<file path="src/rtl/clock_pkg.sv">
// clock_pkg: field limits, widths and month-length lookup shared by the clock datapath
package clock_pkg;

    localparam int SEC_MAX   = 59;
    localparam int MIN_MAX   = 59;
    localparam int HOUR_MAX  = 23;
    localparam int DAY_MIN   = 1;
    localparam int MONTH_MAX = 12;

    localparam int SEC_W  = 6;
    localparam int HOUR_W = 5;
    localparam int YEAR_W = 14;

    localparam logic [4:0] DAYS_IN_MONTH [1:12] = '{
        5'd31, 5'd28, 5'd31, 5'd30, 5'd31, 5'd30,
        5'd31, 5'd31, 5'd30, 5'd31, 5'd30, 5'd31
    };

    // February gains a day in leap years; out-of-range months fall back to 31
    function automatic logic [4:0] days_in_month(input logic [3:0] month, input logic leap);
        if (month < 4'd1 || month > 4'd12) return 5'd31;
        return (month == 4'd2 && leap) ? 5'd29 : DAYS_IN_MONTH[month];
    endfunction

endpackage

</file>
<file path="src/rtl/edge_rise.sv">
// edge_rise: registered 1-bit rising-edge detector with selectable reset value
module edge_rise #(
    parameter logic RST_VAL = 1'b1
) (
    input  logic clk,
    input  logic rst,
    input  logic d,
    output logic rise
);

    logic q;

    // track the input every cycle; reset to RST_VAL so a level held through reset is not an edge
    always_ff @(posedge clk) begin
        if (rst) q <= RST_VAL;
        else     q <= d;
    end

    assign rise = d & ~q;

endmodule

</file>
<file path="src/rtl/mod_counter.sv">
// mod_counter: modulo up/down counter with set-mode stepping and wrap carry for chained clock fields
module mod_counter
    import clock_pkg::*;
#(
    parameter int WIDTH       = 6,
    parameter int MIN_VAL     = 0,
    parameter int DEFAULT_MAX = 59,
    parameter int RESET_VAL   = 0,
    parameter int DYN_MAX     = 0
) (
    input  logic             clk,
    input  logic             rst,
    input  logic             tick,
    input  logic             adjust,
    input  logic             up,
    input  logic             down,
    input  logic [WIDTH-1:0] max_val,
    output logic [WIDTH-1:0] value,
    output logic             carry_out
);

    localparam logic [WIDTH-1:0] MIN_V     = WIDTH'(MIN_VAL);
    localparam logic [WIDTH-1:0] DEF_MAX_V = WIDTH'(DEFAULT_MAX);
    localparam logic [WIDTH-1:0] RST_V     = WIDTH'(RESET_VAL);

    if (RESET_VAL < MIN_VAL || RESET_VAL > DEFAULT_MAX || (DEFAULT_MAX >> WIDTH) != 0) begin : g_bad_params
        $error("mod_counter: RESET_VAL outside [MIN_VAL, DEFAULT_MAX] or DEFAULT_MAX does not fit WIDTH");
    end

    logic             up_rise, down_rise;
    logic [WIDTH-1:0] cur_max, next_value;
    logic             next_carry, at_max, at_min;

    edge_rise #(.RST_VAL(1'b1)) u_up_edge   (.clk(clk), .rst(rst), .d(up),   .rise(up_rise));
    edge_rise #(.RST_VAL(1'b1)) u_down_edge (.clk(clk), .rst(rst), .d(down), .rise(down_rise));

    assign cur_max = (DYN_MAX != 0) ? max_val : DEF_MAX_V;
    assign at_max  = value == cur_max;
    assign at_min  = value == MIN_V;

    // next value by priority: clamp, set-mode step, count tick, hold
    always_comb begin
        next_value = value;
        next_carry = 1'b0;
        if (value > cur_max) begin
            next_value = cur_max;
        end else if (adjust) begin
            if (up_rise && !down_rise)      next_value = at_max ? MIN_V : value + 1'b1;
            else if (down_rise && !up_rise) next_value = at_min ? cur_max : value - 1'b1;
        end else if (tick) begin
            next_value = at_max ? MIN_V : value + 1'b1;
            next_carry = at_max;
        end
    end

    // single register stage for value and carry
    always_ff @(posedge clk) begin
        if (rst) begin
            value     <= RST_V;
            carry_out <= 1'b0;
        end else begin
            value     <= next_value;
            carry_out <= next_carry;
        end
    end

endmodule
</file>
<file path="config.mk">
export PLATFORM = sky130hd
export DESIGN_NAME = mod_counter
export DESIGN_NICKNAME = d
export VERILOG_FILES = /design/src/rtl/clock_pkg.sv /design/src/rtl/edge_rise.sv /design/src/rtl/mod_counter.sv
export SDC_FILE = /design/constraint.sdc
export NUM_CORES = 1
export LEC_CHECK = 0
export CORE_MARGIN = 4
export CORE_UTILIZATION = 47
export CTS_CLUSTER_DIAMETER = 60
export DETAILED_ROUTE_END_ITERATION = 10
export PLACE_DENSITY = 0.81
export SYNTH_ARGS = -nofsm -noshare
export SYNTH_HDL_FRONTEND = slang
export SYNTH_HIERARCHICAL = 1
export SYNTH_SLANG_ARGS = --single-unit
export TNS_END_PERCENT = 1
</file>
<file path="constraint.sdc">
create_clock -name clk -period 1.9 [get_ports clk]
set_clock_uncertainty 0.1 [all_clocks]
set_input_delay 0.38 -clock clk [delete_from_list [all_inputs] [get_ports clk]]
set_output_delay 0.38 -clock clk [all_outputs]
set_load 0.1 [all_outputs]
</file>
==> results of run 1 <==
-- registers in the layout, summed over array words and instances (netlist names) --
register,count
value,6
u_down_edge/q,1
carry_out,1
u_up_edge/q,1
-- cell usage in the layout, fill, tap and decap left out, types with 3 or more instances in the layout --
| cell type | count |
|---|---|
| a31oi_1 | 3 |
| buf_12 | 7 |
| buf_4 | 7 |
| clkbuf_4 | 3 |
| clkdlybuf4s50_1 | 3 |
| dfxtp_1 | 3 |
| dfxtp_2 | 6 |
| ha_1 | 4 |
| inv_1 | 5 |
| nor2_1 | 7 |
| nor3_2 | 3 |
| o211ai_1 | 4 |
| o21ai_0 | 4 |
-- metal layers --
metal / routed length [um] / vias up
met3: 85 / 7
met2: 927 / 20
met5: 0 / -
met1: 777 / 361
met4: 54 / 0
li1: - / 356
-- logic make-up (layout without fill, tap and decap cells) --
| kind of cell | Yosys count | after routing | share of synthesized area, % |
|---|---|---|---|
| mux | 2 | 2 | 2.66 |
| compound gates | 25 | 25 | 23.8 |
| simple gates | 33 | 33 | 27.9 |
| fa+ha+maj | 5 | 5 | 8.31 |
| flops | 9 | 9 | 23.9 |
| xor+xnor | 3 | 3 | 3.49 |
| buf+inv | 12 | 29 | 9.97 |
-- layout make-up --
type	count	area share, %
repair buffers	19	23.2
flip-flops and latches	9	18.2
multi-input cells	68	51.9
clock buffers	4	2.54
inverters	6	2.18
well taps	16	1.94
-- report_power, final --
part / switching (uW) / internal (uW)
combinational: 191 / 145
sequential: 47.0 / 207
clock: 82.6 / 81.7
-- worst max path at each step --
stage / start / endpoint / slack, ns
3_3_place_gp: up / value[1] / -0.38
4_1_cts: down / value[2] / 0.16
3_5_place_dp: down / value[2] / -0.47
5_1_grt: down / value[4] / 0.08
6_report: adjust / value[2] / 0.13
2_1_floorplan: value[0] / value[2] / -0.002
-- metrics by stage --
stage                     hold WS [ns]  total power [uW]  std cells  setup slack [ns]
after floorplan                  0.342               481         89          -0.00164
final                            0.334               754        122             0.134
after detailed placement         0.495               581        118            -0.466
after CTS                        0.340               753        122             0.161
after global routing             0.369               788        122            0.0796
after global placement           0.472               569        118            -0.383
==> flow_metrics.env, run 1 <==
export IMPL_outcome="complete, no violations"
export IMPL_crit_cells=5
export IMPL_grt_pass1_vias=677
export IMPL_ys_flop_type="dfxtp_1"
export IMPL_min_to="u_up_edge/q"
export IMPL_synth_seq_cells=9
export IMPL_drt_pass1_iter_count=4
export IMPL_rsz0062_at_grt="false"
export IMPL_cts_buffers=3
export IMPL_power_density_mw_per_mm2=729
export IMPL_htree_levels=1
export IMPL_clk_latency_ns=0.28
export IMPL_yosys_cell_types_count=38
export IMPL_totalWireLength_um=1850
export IMPL_ff2ff_setup_slack_ns=0.15
export IMPL_slew_viol_final=0
export IMPL_fin_crit_sh_pct=92.9
export IMPL_grt_antenna_before_repair=0
export IMPL_endpoint_kind="flop"
export IMPL_path_delay_family="compound AO/OA/AOI/OAI gates"
export IMPL_crit_chain="clkdlybuf4s50_1 -> and2b_2 -> o211ai_1 -> a211o_1 -> a211oi_2"
export IMPL_dpl_instance_area_sq_um=971
export IMPL_start_kind="input port"
export IMPL_cts_buffer_depth=2
export IMPL_cts_clk_slew_worst_paths_ns=0.06
export IMPL_finalHoldViolCount=0
export IMPL_cap_violations=0
export IMPL_grt_busiest_layer="met2"
export IMPL_synth_edff_count=0
export IMPL_first_iter_violations=13
export IMPL_r2r_end="value[2]"
export IMPL_synth_seq_area_share_pct=23.9
export IMPL_grt_pass1_wl_um=2930
export IMPL_path_max_fanout=5
export IMPL_globalRouteTotalUtil_pct=18.6
export IMPL_cts_sinks=9
export IMPL_syn_inst=89
export IMPL_worstHoldStart="up"
export IMPL_port_buffers=12
export IMPL_critPathKind="in -> reg"
export IMPL_core_area_sq_mm=0.00151
export IMPL_gp_congestion=0.788
export IMPL_post_synth_top_count_cell="dfxtp_1"
export IMPL_dpl_hpwl_um=1350
export IMPL_dieHeight_um=48.0
export IMPL_final_nets=124
export IMPL_io_pins=19
export IMPL_areaGrowthSynthToFinish_pct=37.2
export IMPL_power_leakage_uw=0.000391
export IMPL_grtUsageMet3_pct=4.51
export IMPL_netlist_top_cells_area="dfxtp_1, ha_1, nor3_2"
export IMPL_slew_headroom_pct=74.7
export IMPL_viasPerCell=6.10
export IMPL_drive_gt1_share_pct=37.7
export IMPL_final_setup_tns_ns=0
export IMPL_hold_depth=2
export IMPL_yosys_top_cells_count="dfxtp_1, nor2_1, ha_1, inv_1"
export IMPL_setup_viol=0
export IMPL_vdd_drop_max_v=0.000501
export IMPL_grt_met2_usage_pct=29.6
export IMPL_ys_async_sr_fraction_pct=0
export IMPL_required_ns=1.99
export IMPL_post_drt_wl_per_cell_um=15.1
export IMPL_worst_path_largest_cell_delay_ns=0.58
export IMPL_worst_pin_slew_ns=0.379
export IMPL_yosys_area_top_type="dfxtp_1"
export IMPL_cts_setup_buffers=0
export IMPL_drc_errors=0
export IMPL_grt_use_met1_pct=21.4
export IMPL_fin_crit_ns=1.77
export IMPL_regArea_sq_um=188
export IMPL_num_rows=14
export IMPL_root_buffer="clkbuf_4"
export IMPL_fill_cells=118
export IMPL_cts_resized_gates=11
export IMPL_worst_path_buf_inv=1
export IMPL_holdCritPathClass="in -> reg"
export IMPL_n_antenna_cell=0
export IMPL_grt_max_degree=13
export IMPL_timing_rr_start="u_down_edge/q"
export IMPL_synth_top_area_share_pct=23.9
export IMPL_ant_nets=0
export IMPL_multi_input_area_sq_um=537
export IMPL_start_util_pct=50.0
export IMPL_post_synth_cell_area_avg_sq_um=8.46
export IMPL_max_freq_ghz=0.566
export IMPL_cp_slowest_cell="clkdlybuf4s50_1"
export IMPL_postCtsHoldBufs=0
export IMPL_vias=744
export IMPL_netlist_area_sq_um=753
export IMPL_final_core_util_pct=68.6
export IMPL_syn_nets=106
export IMPL_r2r_cells=7
export IMPL_die_x_um=48.0
export IMPL_final_cell_area_sq_mm=0.00103
export IMPL_yosysWarnings=6
export IMPL_overflow=0
export IMPL_worstPathArrival_ns=1.85
export IMPL_cts_tree="done"
export IMPL_dieArea_sq_mm=0.00231
(Power assumes the default switching activity.)
==> run 2: changes to the inputs <==
- CTS_CLUSTER_DIAMETER: 60 -> 150
- SKIP_LAST_GASP: not set -> 1
==> run 2 against run 1 <==
Sequential cell count unchanged; register-to-register slack improved by 0.03 ns; critical path depth unchanged; cell area increased by 0.61%; setup slack improved by 0.020 ns; combinational power about the same.
==> flow_metrics.env, run 2 (synthesis gave the netlist of run 1 again) <==
export IMPL_slew_headroom_pct=74.2
export IMPL_power_uw=753
export IMPL_post_drt_wl_per_cell_um=14.9
export IMPL_finalHoldViolCount=0
export IMPL_outcome="complete, no violations"
export IMPL_fill_cells=116
export IMPL_path_delay_family="compound AO/OA/AOI/OAI gates"
export IMPL_grt_antenna_before_repair=0
export IMPL_gp_congestion=0.788
export IMPL_worst_path_buf_inv=1
export IMPL_first_iter_violations=14
export IMPL_grt_max_degree=13
export IMPL_cp_slowest_cell="clkdlybuf4s50_1"
export IMPL_viasPerCell=6.11
export IMPL_dieArea_sq_mm=0.00231
export IMPL_globalRouteTotalUtil_pct=18.6
export IMPL_rsz0062_at_grt="false"
export IMPL_worstPathArrival_ns=1.83
export IMPL_grt_pass1_vias=677
export IMPL_root_buffer="clkbuf_4"
export IMPL_final_cell_mix="nor2_1, buf_12, buf_4"
export IMPL_worst_path_largest_cell_delay_ns=0.58
export IMPL_areaGrowthSynthToFinish_pct=38.0
export IMPL_die_x_um=48.0
export IMPL_endpoint_kind="flop"
export IMPL_ant_nets=0
export IMPL_num_rows=14
export IMPL_critPathKind="in -> reg"
export IMPL_crit_chain="clkdlybuf4s50_1 -> and2b_2 -> o211ai_1 -> a211o_1 -> a211oi_2"
export IMPL_clk_latency_ns=0.28
export IMPL_worst_pin_slew_ns=0.385
export IMPL_fin_crit_sh_pct=91.9
export IMPL_totalWireLength_um=1810
export IMPL_place_inst=118
export IMPL_htree_levels=1
export IMPL_cts_buffer_depth=2
export IMPL_cap_violations=0
export IMPL_overflow=0
export IMPL_final_nets=124
export IMPL_vdd_drop_max_v=0.000505
export IMPL_postCtsHoldBufs=0
export IMPL_setup_viol=0
export IMPL_hold_slack_ns=0.234
export IMPL_cts_setup_buffers=0
export IMPL_top_register="value"
export IMPL_start_util_pct=50.0
export IMPL_power_leakage_uw=0.000399
export IMPL_fin_crit_ns=1.75
export IMPL_cts_buffers=3
export IMPL_drc_errors=0
export IMPL_cts_sinks=9
export IMPL_start_kind="input port"
export IMPL_cts_tree="done"
export IMPL_power_density_mw_per_mm2=724
export IMPL_dpl_hpwl_um=1350
export IMPL_drt_pass1_iter_count=4
export IMPL_instances_no_fill=122
export IMPL_largest_reg_flops=6
export IMPL_path_max_fanout=5
export IMPL_final_setup_tns_ns=0
export IMPL_io_pins=19
export IMPL_grt_pass1_wl_um=2930
export IMPL_vias=745
export IMPL_holdCritPathClass="in -> reg"
export IMPL_required_ns=1.99
export IMPL_slew_viol_final=0
export IMPL_n_antenna_cell=0
export IMPL_port_buffers=12
export IMPL_max_freq_ghz=0.573
export IMPL_final_core_util_pct=69.0
export IMPL_drive_gt1_share_pct=38.7
export IMPL_core_area_sq_mm=0.00151
export IMPL_dieHeight_um=48.0
export IMPL_cts_clk_slew_worst_paths_ns=0.06
[run 2: changes by cell type in the layout (fill, tap and decap cells not counted)]
cell            change
nor2b_2             +1
nor2b_1             -1
dlymetal6s2s_1      +1
dlygate4sd2_1       -1
[run 2: worst paths after layout]
kind,startpoint,cells after the start,to,slack [ns]
worst max-delay path,adjust,5,value[2],0.15
worst min-delay path,up,2,u_up_edge/q,0.23
worst max register to register,u_down_edge/q,7,value[2],0.18
worst min register to register,value[4],2,value[4],0.51
[run 2: power breakdown]
part	leakage (uW)	switching (uW)	internal, uW	total, uW
sequential	0.0000764	47.2	207	255
clock	0.0000150	80.8	81.6	162
combinational	0.000308	190	145	336
[run 2: worst register-to-register path: stages (launching register included)]
cell	delay [ns]
dfxtp_1	0.32
nor2b_4	0.11
inv_1	0.05
ha_2	0.16
and2b_2	0.26
o211ai_1	0.11
a211o_1	0.33
a211oi_2	0.20
[run 2: final cells by class]
| cell class | count | area (sq um) | share of cell area [%] |
|---|---|---|---|
| multi-input cells | 68 | 539 | 51.9 |
| repair buffers | 19 | 244 | 23.5 |
| flip-flops and latches | 9 | 188 | 18.1 |
| clock buffers | 4 | 26.3 | 2.53 |
| inverters | 6 | 22.5 | 2.17 |
| well taps | 16 | 20.0 | 1.93 |
[run 2: what timing repair did]
action	4_1_cts	5_1_grt
pin swaps	3	2
resized for setup	10	2
setup endpoints to repair	6	6
gates cloned	0	0
[run 2: layer usage]
layer  share of wire (%)  global-route usage (%)  up-vias
met5                   0                       0        -
met4                 2.7                    13.4        0
met3                 4.8                    4.51        6
met2                  52                    29.6       24
met1                  41                    21.4      360
li1                    -                       -      355
[run 2: metrics by stage]
step,setup slack [ns],cell area (sq um)
2_1_floorplan,-0.00164,761
3_3_place_gp,-0.383,971
3_5_place_dp,-0.466,971
4_1_cts,-0.0257,1030
5_1_grt,0.0914,1040
6_report,0.155,1040
